==> config.mk <==
export PLATFORM = sky130hd
export DESIGN_NAME = core_plic
export DESIGN_NICKNAME = d
export VERILOG_FILES = /design/src/rtl/core_defs_pkg.sv /design/src/rtl/core_plic_sel.sv /design/src/rtl/core_plic.sv
export SDC_FILE = /design/constraint.sdc
export NUM_CORES = 1
export LEC_CHECK = 0
export CORE_MARGIN = 10
export CORE_UTILIZATION = 55
export DETAILED_ROUTE_END_ITERATION = 12
export PLACE_DENSITY_LB_ADDON = 0.12
export SLEW_MARGIN = 20
export SYNTH_ARGS = -nofsm -noshare
export SYNTH_HDL_FRONTEND = slang
export SYNTH_HIERARCHICAL = 1
export SYNTH_SLANG_ARGS = --single-unit
==> constraint.sdc <==
create_clock -name clk_i -period 14.9 [get_ports clk_i]
set_input_delay 2.235 -clock clk_i [delete_from_list [all_inputs] [get_ports clk_i]]
set_output_delay 2.235 -clock clk_i [all_outputs]
set_load 0.01 [all_outputs]
==> src/rtl/core_defs_pkg.sv <==
// rtl/core_defs_pkg.sv - PLIC register map offsets and context type
package core_defs;

  localparam logic [21:0] PLIC_PRIO_BASE     = 22'h000000;
  localparam logic [21:0] PLIC_PENDING       = 22'h001000;
  localparam logic [21:0] PLIC_ENABLE_BASE   = 22'h002000;
  localparam logic [21:0] PLIC_ENABLE_STRIDE = 22'h000080;
  localparam logic [21:0] PLIC_CTX_BASE      = 22'h200000;
  localparam logic [21:0] PLIC_CTX_STRIDE    = 22'h001000;
  localparam logic [21:0] PLIC_THRESHOLD     = 22'h000000;
  localparam logic [21:0] PLIC_CLAIM         = 22'h000004;

  typedef enum logic [0:0] {
    PLIC_CTX_M = 1'b0,
    PLIC_CTX_S = 1'b1
  } plic_ctx_e;

  function automatic logic [21:0] plic_enable_addr(plic_ctx_e ctx);
    return PLIC_ENABLE_BASE + ((ctx == PLIC_CTX_S) ? PLIC_ENABLE_STRIDE : 22'h0);
  endfunction

  function automatic logic [21:0] plic_ctx_addr(plic_ctx_e ctx, logic [21:0] ofs);
    return PLIC_CTX_BASE + ((ctx == PLIC_CTX_S) ? PLIC_CTX_STRIDE : 22'h0) + ofs;
  endfunction

endpackage

==> src/rtl/core_plic_sel.sv <==
// rtl/core_plic_sel.sv - max-priority / lowest-ID winner over pending candidates
module core_plic_sel #(
  parameter int NUM_SRC = 8,
  parameter int PRIO_W  = 3,
  parameter int ID_W    = $clog2(NUM_SRC + 1)
) (
  input  logic [NUM_SRC:0]             cand_i,
  input  logic [NUM_SRC:0][PRIO_W-1:0] prio_i,
  output logic [ID_W-1:0]              id_o,
  output logic [PRIO_W-1:0]            prio_o
);

  logic w_unused;
  assign w_unused = cand_i[0] ^ (^prio_i[0]);

  // Strict '>' keeps the earlier (lower) ID on a priority tie.
  always_comb begin
    id_o   = '0;
    prio_o = '0;
    for (int k = 1; k <= NUM_SRC; k++) begin
      if (cand_i[k] && (prio_i[k] > prio_o)) begin
        id_o   = ID_W'(k);
        prio_o = prio_i[k];
      end
    end
  end

endmodule

==> src/rtl/core_plic.sv <==
// rtl/core_plic.sv - two-context platform interrupt controller with claim/complete
module core_plic
  import core_defs::*;
#(
  parameter int NUM_SRC = 8,
  parameter int PRIO_W  = 3
) (
  input  logic               clk_i,
  input  logic               rst_ni,
  input  logic [NUM_SRC-1:0] irq_src_i,
  input  logic               req_i,
  input  logic               we_i,
  input  logic [21:0]        addr_i,
  input  logic [31:0]        wdata_i,
  output logic [31:0]        rdata_o,
  output logic               rvalid_o,
  output logic               m_ext_irq_o,
  output logic               s_ext_irq_o
);

  localparam int ID_W = $clog2(NUM_SRC + 1);

  logic [NUM_SRC:0][PRIO_W-1:0] r_prio;
  logic [NUM_SRC:0]             r_pending;
  logic [NUM_SRC:0]             r_inflight;
  logic [1:0][NUM_SRC:0]        r_enable;
  logic [1:0][PRIO_W-1:0]       r_thresh;
  logic [1:0]                   r_irq;
  logic [31:0]                  r_rdata;
  logic                         r_rvalid;

  logic [21:0]                  w_addr;
  logic                         w_wr;
  logic                         w_rd;
  logic                         w_pend_hit;
  logic [NUM_SRC:0]             w_prio_hit;
  logic [1:0]                   w_en_hit;
  logic [1:0]                   w_th_hit;
  logic [1:0]                   w_cl_hit;
  logic [1:0][ID_W-1:0]         w_win_id;
  logic [1:0][PRIO_W-1:0]       w_win_prio;
  logic                         w_cpl_ok;
  logic [ID_W-1:0]              w_cpl_id;
  logic [NUM_SRC:0]             w_src;
  logic [NUM_SRC:0]             w_pending_d;
  logic [NUM_SRC:0]             w_inflight_d;
  logic [31:0]                  w_rdata;
  logic                         w_unused;

  assign w_addr     = {addr_i[21:2], 2'b00};
  assign w_wr       = req_i & we_i;
  assign w_rd       = req_i & ~we_i;
  assign w_pend_hit = (w_addr == PLIC_PENDING);
  assign w_cpl_ok   = (wdata_i != 32'd0) && (wdata_i <= 32'(NUM_SRC));
  assign w_cpl_id   = wdata_i[ID_W-1:0];
  assign w_src      = {irq_src_i, 1'b0};
  assign w_unused   = ^{addr_i[1:0], w_win_prio};

  for (genvar k = 0; k <= NUM_SRC; k++) begin : g_prio_hit
    if (k == 0) begin : g_zero
      assign w_prio_hit[k] = 1'b0;
    end else begin : g_src
      assign w_prio_hit[k] = (w_addr == PLIC_PRIO_BASE + 22'(4 * k));
    end
  end

  for (genvar c = 0; c < 2; c++) begin : g_ctx
    localparam plic_ctx_e CTX = (c == 0) ? PLIC_CTX_M : PLIC_CTX_S;
    logic [NUM_SRC:0] w_cand;

    assign w_en_hit[c] = (w_addr == plic_enable_addr(CTX));
    assign w_th_hit[c] = (w_addr == plic_ctx_addr(CTX, PLIC_THRESHOLD));
    assign w_cl_hit[c] = (w_addr == plic_ctx_addr(CTX, PLIC_CLAIM));

    for (genvar k = 0; k <= NUM_SRC; k++) begin : g_cand
      assign w_cand[k] = r_pending[k] & r_enable[c][k] & (r_prio[k] > r_thresh[c]);
    end

    core_plic_sel #(
      .NUM_SRC (NUM_SRC),
      .PRIO_W  (PRIO_W),
      .ID_W    (ID_W)
    ) u_sel (
      .cand_i (w_cand),
      .prio_i (r_prio),
      .id_o   (w_win_id[c]),
      .prio_o (w_win_prio[c])
    );
  end

  always_comb begin
    w_rdata = '0;
    if (w_pend_hit) w_rdata[NUM_SRC:0] = r_pending;
    for (int k = 1; k <= NUM_SRC; k++) begin
      if (w_prio_hit[k]) w_rdata[PRIO_W-1:0] = r_prio[k];
    end
    for (int c = 0; c < 2; c++) begin
      if (w_en_hit[c]) w_rdata[NUM_SRC:0]  = r_enable[c];
      if (w_th_hit[c]) w_rdata[PRIO_W-1:0] = r_thresh[c];
      if (w_cl_hit[c]) w_rdata[ID_W-1:0]   = w_win_id[c];
    end
  end

  // Gateway: a source re-arms only once it is neither pending nor in service.
  always_comb begin
    w_pending_d  = r_pending | (w_src & ~r_pending & ~r_inflight);
    w_inflight_d = r_inflight;
    for (int c = 0; c < 2; c++) begin
      if (w_wr && w_cl_hit[c] && w_cpl_ok) w_inflight_d[w_cpl_id] = 1'b0;
      if (w_rd && w_cl_hit[c] && (w_win_id[c] != '0)) begin
        w_pending_d[w_win_id[c]]  = 1'b0;
        w_inflight_d[w_win_id[c]] = 1'b1;
      end
    end
  end

  always_ff @(posedge clk_i or negedge rst_ni) begin
    if (!rst_ni) begin
      r_prio     <= '0;
      r_pending  <= '0;
      r_inflight <= '0;
      r_enable   <= '0;
      r_thresh   <= '0;
      r_irq      <= '0;
      r_rdata    <= '0;
      r_rvalid   <= 1'b0;
    end else begin
      r_rvalid   <= req_i;
      r_rdata    <= w_rd ? w_rdata : 32'd0;
      r_pending  <= w_pending_d;
      r_inflight <= w_inflight_d;
      for (int c = 0; c < 2; c++) begin
        r_irq[c] <= (w_win_id[c] != '0);
        if (w_wr && w_en_hit[c]) r_enable[c] <= {wdata_i[NUM_SRC:1], 1'b0};
        if (w_wr && w_th_hit[c]) r_thresh[c] <= wdata_i[PRIO_W-1:0];
      end
      for (int k = 1; k <= NUM_SRC; k++) begin
        if (w_wr && w_prio_hit[k]) r_prio[k] <= wdata_i[PRIO_W-1:0];
      end
    end
  end

  assign rdata_o     = r_rdata;
  assign rvalid_o    = r_rvalid;
  assign m_ext_irq_o = r_irq[0];
  assign s_ext_irq_o = r_irq[1];

endmodule

# Word-level counts from Yosys, hierarchy flattened
# Cells that the tools add are included.
op_classes:
  magnitude_cmp: 38
  n_eq_ne: 15
  mux: 58
  bitwise: 49
  reduce_logical: 43
op_table:
  columns: ["operator", "count"]
  rows:
  - ["$mux 3", 32]
  - ["$gt 3x3->1", 30]
  - ["$mux 9", 10]
  - ["$eq 20x20->1 const B", 4]
  - ["$eq 20x3->1 const B", 4]
  - ["$and 9x9->9", 6]
  - ["$not 9->9", 5]
  - ["$eq 20x12->1 const B", 2]
  - ["$eq 20x2->1 const B", 2]
  - ["$logic_and 1x1->1", 40]
  - ["$and 1x1->1", 34]
  - ["$le 32x4->1 const B", 1]
  - ["$reduce_bool 32->1", 1]
  - ["$or 9x9->9", 3]
  - ["$eq 20x1->1 const B", 1]
  - ["$eq 20x11->1 const B", 1]
  - ["$eq 20x4->1 const B", 1]
  - ["$mux 4", 4]
  - ["$lt 4x5->1 const B", 3]
  - ["$demux 1 s4", 3]
  - ["$ge 4x1->1 const B", 3]
  - ["$mux 2", 4]
  - ["$reduce_bool 4->1", 2]
  - ["$mux 1", 5]
  - ["other kinds (2)", 2]
totals:
  regBits: 76
  in_bits: 66
  out_inout_bits: 35

# Depth between registers and ports, before layout
depth:
  word_depth: 35
  depth_mapped: 58
  mapped_depth_nobuf: 56

# Hierarchy
# Netlist, hierarchy kept.
by_module_without_submodules:
  columns: ["module", "instances", "cells_per_inst", "area_per_inst_um2"]
  rows:
  - ["core_plic", 1, 559, 5292.6]
  - ["core_plic_sel (g_ctx[0].u_sel)", 1, 149, 1026.0]
  - ["core_plic_sel (g_ctx[1].u_sel)", 1, 138, 985.9]

# Least setup slack after synthesis
# Ideal clock, no wire load.
synth_timing:
  path_type: "reg2reg"
  startpoint: "reg r_thresh[1] (netlist name)"
  endpoint: "reg r_inflight[5]"
  t_arrival_ps: 10523
  required_time_ps: 14821
  slack_ps: 4298
  path_stages_with_launch: 54
  period_less_slack_ps: 10602
  path_cell_list: "dfrtp_1 inv_1 ha_1 a21o_1 a21oi_1 a311oi_1 nand2_1 ha_1 a21oi_1 a211o_1 mux2_2 ha_1 nor2_1 maj3_2 a211oi_1 ha_1 or2_2 a41oi_1 [... 18 more ...] and2_1 clkbuf_1 nor3_1 a21oi_1 ha_1 nor2b_1 o21ai_0 nand2b_1 nand3_1 inv_1 a21oi_1 clkbuf_1 inv_1 nor2_1 and4_1 a21oi_1 a31o_2 o21ai_1"
synth_lines:
  columns: ["element", "line_no", "rtl"]
  rows:
  - ["start: declaration", "core_plic.sv:27", "logic [1:0][PRIO_W-1:0] r_thresh;"]
  - ["start signal: indexed assignment", "core_plic.sv:135", "if (w_wr && w_th_hit[c]) r_thresh[c] <= wdata_i[PRIO_W-1:0];"]
  - ["end signal: assignment", "core_plic.sv:131", "r_inflight <= w_inflight_d;"]
  - ["end: declaration", "core_plic.sv:25", "logic [NUM_SRC:0] r_inflight;"]

==> summary.md <==
| Metric | Value |
|---|---|
| Status | `finished clean` |
| Worst-margin pin slew | `1.09 ns` |
| Endpoints failing setup | `0` |
| Worst skew pair latency | `0.35 ns` |
| Mean routed wirelength per cell | `21.2 um` |
| Cells after synthesis | `830` |
| H-tree levels | `3` |
| Class of the worst hold path | `reg2reg` |
| Core Footprint | `12700 um^2` |
| GR Util All Layers | `0.255` |
| Grt met1 use | `0.328` |
| Largest net degree at the start of global routing | `76` |
| Crit-path max cell delay | `0.85 ns` |
| Post-DP HPWL | `18000 um` |
| Mapped Area | `7200 um^2` |
| CP endpoint kind | `flop` |
| CTS tree | `yes` |
| Setup TNS | `0 ns` |
| Total Wirelength | `22800 um` |
| P_leak | `3.79 nW` |
| Final setup skew | `0.00739 ns` |
| Port Buffers | `75` |
| Row cnt | `41` |
| CP Data Arrival Time | `12.88 ns` |
| I/O pin cnt | `101` |
| Cell total after placement | `1061` |
| Die extent in x | `134 um` |
| Resize count post-CTS | `0` |
| Vias | `6982` |
| Post-CTS setup buffers | `0` |
| GR Layer Usage met3 | `0.0523` |
| Inserted Diodes | `0` |
| CTS Root Cell | `clkbuf_16` |
| Setup ws final | `2.30 ns` |
| Fillers | `1116` |
| Number of routed nets with antenna violations | `0` |
| Clock sink count | `75` |
| Design Power | `0.493 mW` |
| GRT busiest layer | `met2` |
| Via density | `6.48` |
| Reg2Reg Setup Slack | `2.30 ns` |
| Total congestion overflow | `0` |
| Initial antenna violation count | `0` |
| Clock Path Buffers | `2` |
| Multi-input combinational cell area | `4840 um^2` |
| Die H | `134 um` |
| DRC Markers | `0` |
| Slew HR | `0.265` |
| Avg Synthesized Cell Area | `8.67 um^2` |
| DR pass1 iterations | `5` |
| Fin. Hold Viols | `0` |
| Max_cap viols | `0` |
| Hold WS | `0.381 ns` |
| CP dominant cell by count | `ha_1` |
| CP Max Fanout | `9` |
| Full die area | `18100 um^2` |
| First-pass GRT wire length | `37100 um` |
| RePlAce Congestion | `0.981` |
| PD cells | `59.4 nW/um^2` |
| Proportion of layout cells with a drive suffix above 1 | `0.119` |
| Final min period | `12.61 ns` |
| Startpoint type of the worst setup path | `flop` |
| Vias in the first global route | `7132` |
| CP top delay family | `compound AO/OA/AOI/OAI gates` |
| TritonCTS buffer count | `9` |
| Cts hold-fix bufs | `0` |
| Clk slew on worst S/H paths | `0.07 ns` |
| Final Cycle Share | `0.846` |
| Place WS | `2.55 ns` |
| Initial Util | `0.566` |
| WP buf/inv | `4` |
| Critical Path RT | `15.17 ns` |
| Met2 Use GR | `0.406` |
| YS warnings | `12` |
| RSZ-0062 raised after global routing | `no` |
| Post-route insts no fill | `1077` |
| Drt first-iter violations | `737` |
| Reg area | `1880 um^2` |
| FMAX | `79.3 MHz` |
| P&R area growth vs syn | `15.3%` |
| Critical path class | `reg2reg` |
| Maximum vdd ir drop | `64.0 uV` |
| Fin. max-slew vios | `0` |
| Slowest-stage cell, CP | `a311oi_1` |
| Final Net Count | `1038` |
==> flip-flops by register name (all words and copies together), names as in the netlist <==
register	cells
r_prio	24
r_enable	16
rdata_o	9
rvalid_o	1
r_inflight	8
r_irq	2
r_thresh	6
r_pending	9
==> worst paths after layout <==
| kind | start | cells after the start | end |
|---|---|---|---|
| worst max-delay path | r_thresh[1] | 52 | r_inflight[5] |
| worst min-delay path | r_pending[0] | 0 | r_pending[0] |
| worst max register to register | r_thresh[1] | 52 | r_inflight[5] |
| worst min register to register | r_pending[0] | 0 | r_pending[0] |
| max in group asynchronous | rst_ni | 1 | r_pending[4] |
| min in group asynchronous | rst_ni | 1 | r_thresh[0] |
==> per-layer routing <==
layer	vias up	share of wire
li1	3229	-
met1	3373	0.43
met2	329	0.47
met3	51	0.070
met4	0	0.031
met5	-	0
==> stage by stage <==
step / utilization / area (um^2)
finish: 0.652 / 8300
global placement: 0.626 / 7960
detailed placement: 0.626 / 7970
global route: 0.652 / 8300
CTS: 0.652 / 8300
floorplan: - / 7280
==> final cells by class <==
cell class / count / area share
Clock buffer: 9 / 0.0271
Clock inverter: 7 / 0.0130
Inverter: 74 / 0.0335
Multi-Input combinational cell: 664 / 0.583
Sequential cell: 75 / 0.226
Tap cell: 172 / 0.0259
Timing Repair Buffer: 76 / 0.0910
==> placed cells by master, fill, tap and decap left out, types with 25 or more instances in the layout <==
cell             count
ha_1                72
nand2_1             75
nor3_1              25
mux2_2              37
a21oi_1             58
inv_1               74
dfrtp_1             75
o21ai_0             34
clkdlybuf4s50_1     74
nor2_1              50
==> worst reg2reg max path, delay by kind of cell, from the launching register on <==
family	cells	cell delay (ns)
muxes	2	0.82
adders and majority gates	10	2.87
and+or+nand+nor	13	2.36
buffers and inverters	4	0.74
AOI/OAI and AO/OA	23	5.39
DFF	1	0.38
==> where the power goes <==
group / total (mW) / leakage [nW] / internal (mW) / switching, mW
registers: 0.204 / 0.941 / 0.204 / 0.0000322
logic: 0.0408 / 2.68 / 0.0180 / 0.0227
clock network: 0.248 / 0.160 / 0.150 / 0.0982
Note: power is estimated with default switching activity, not from simulation.
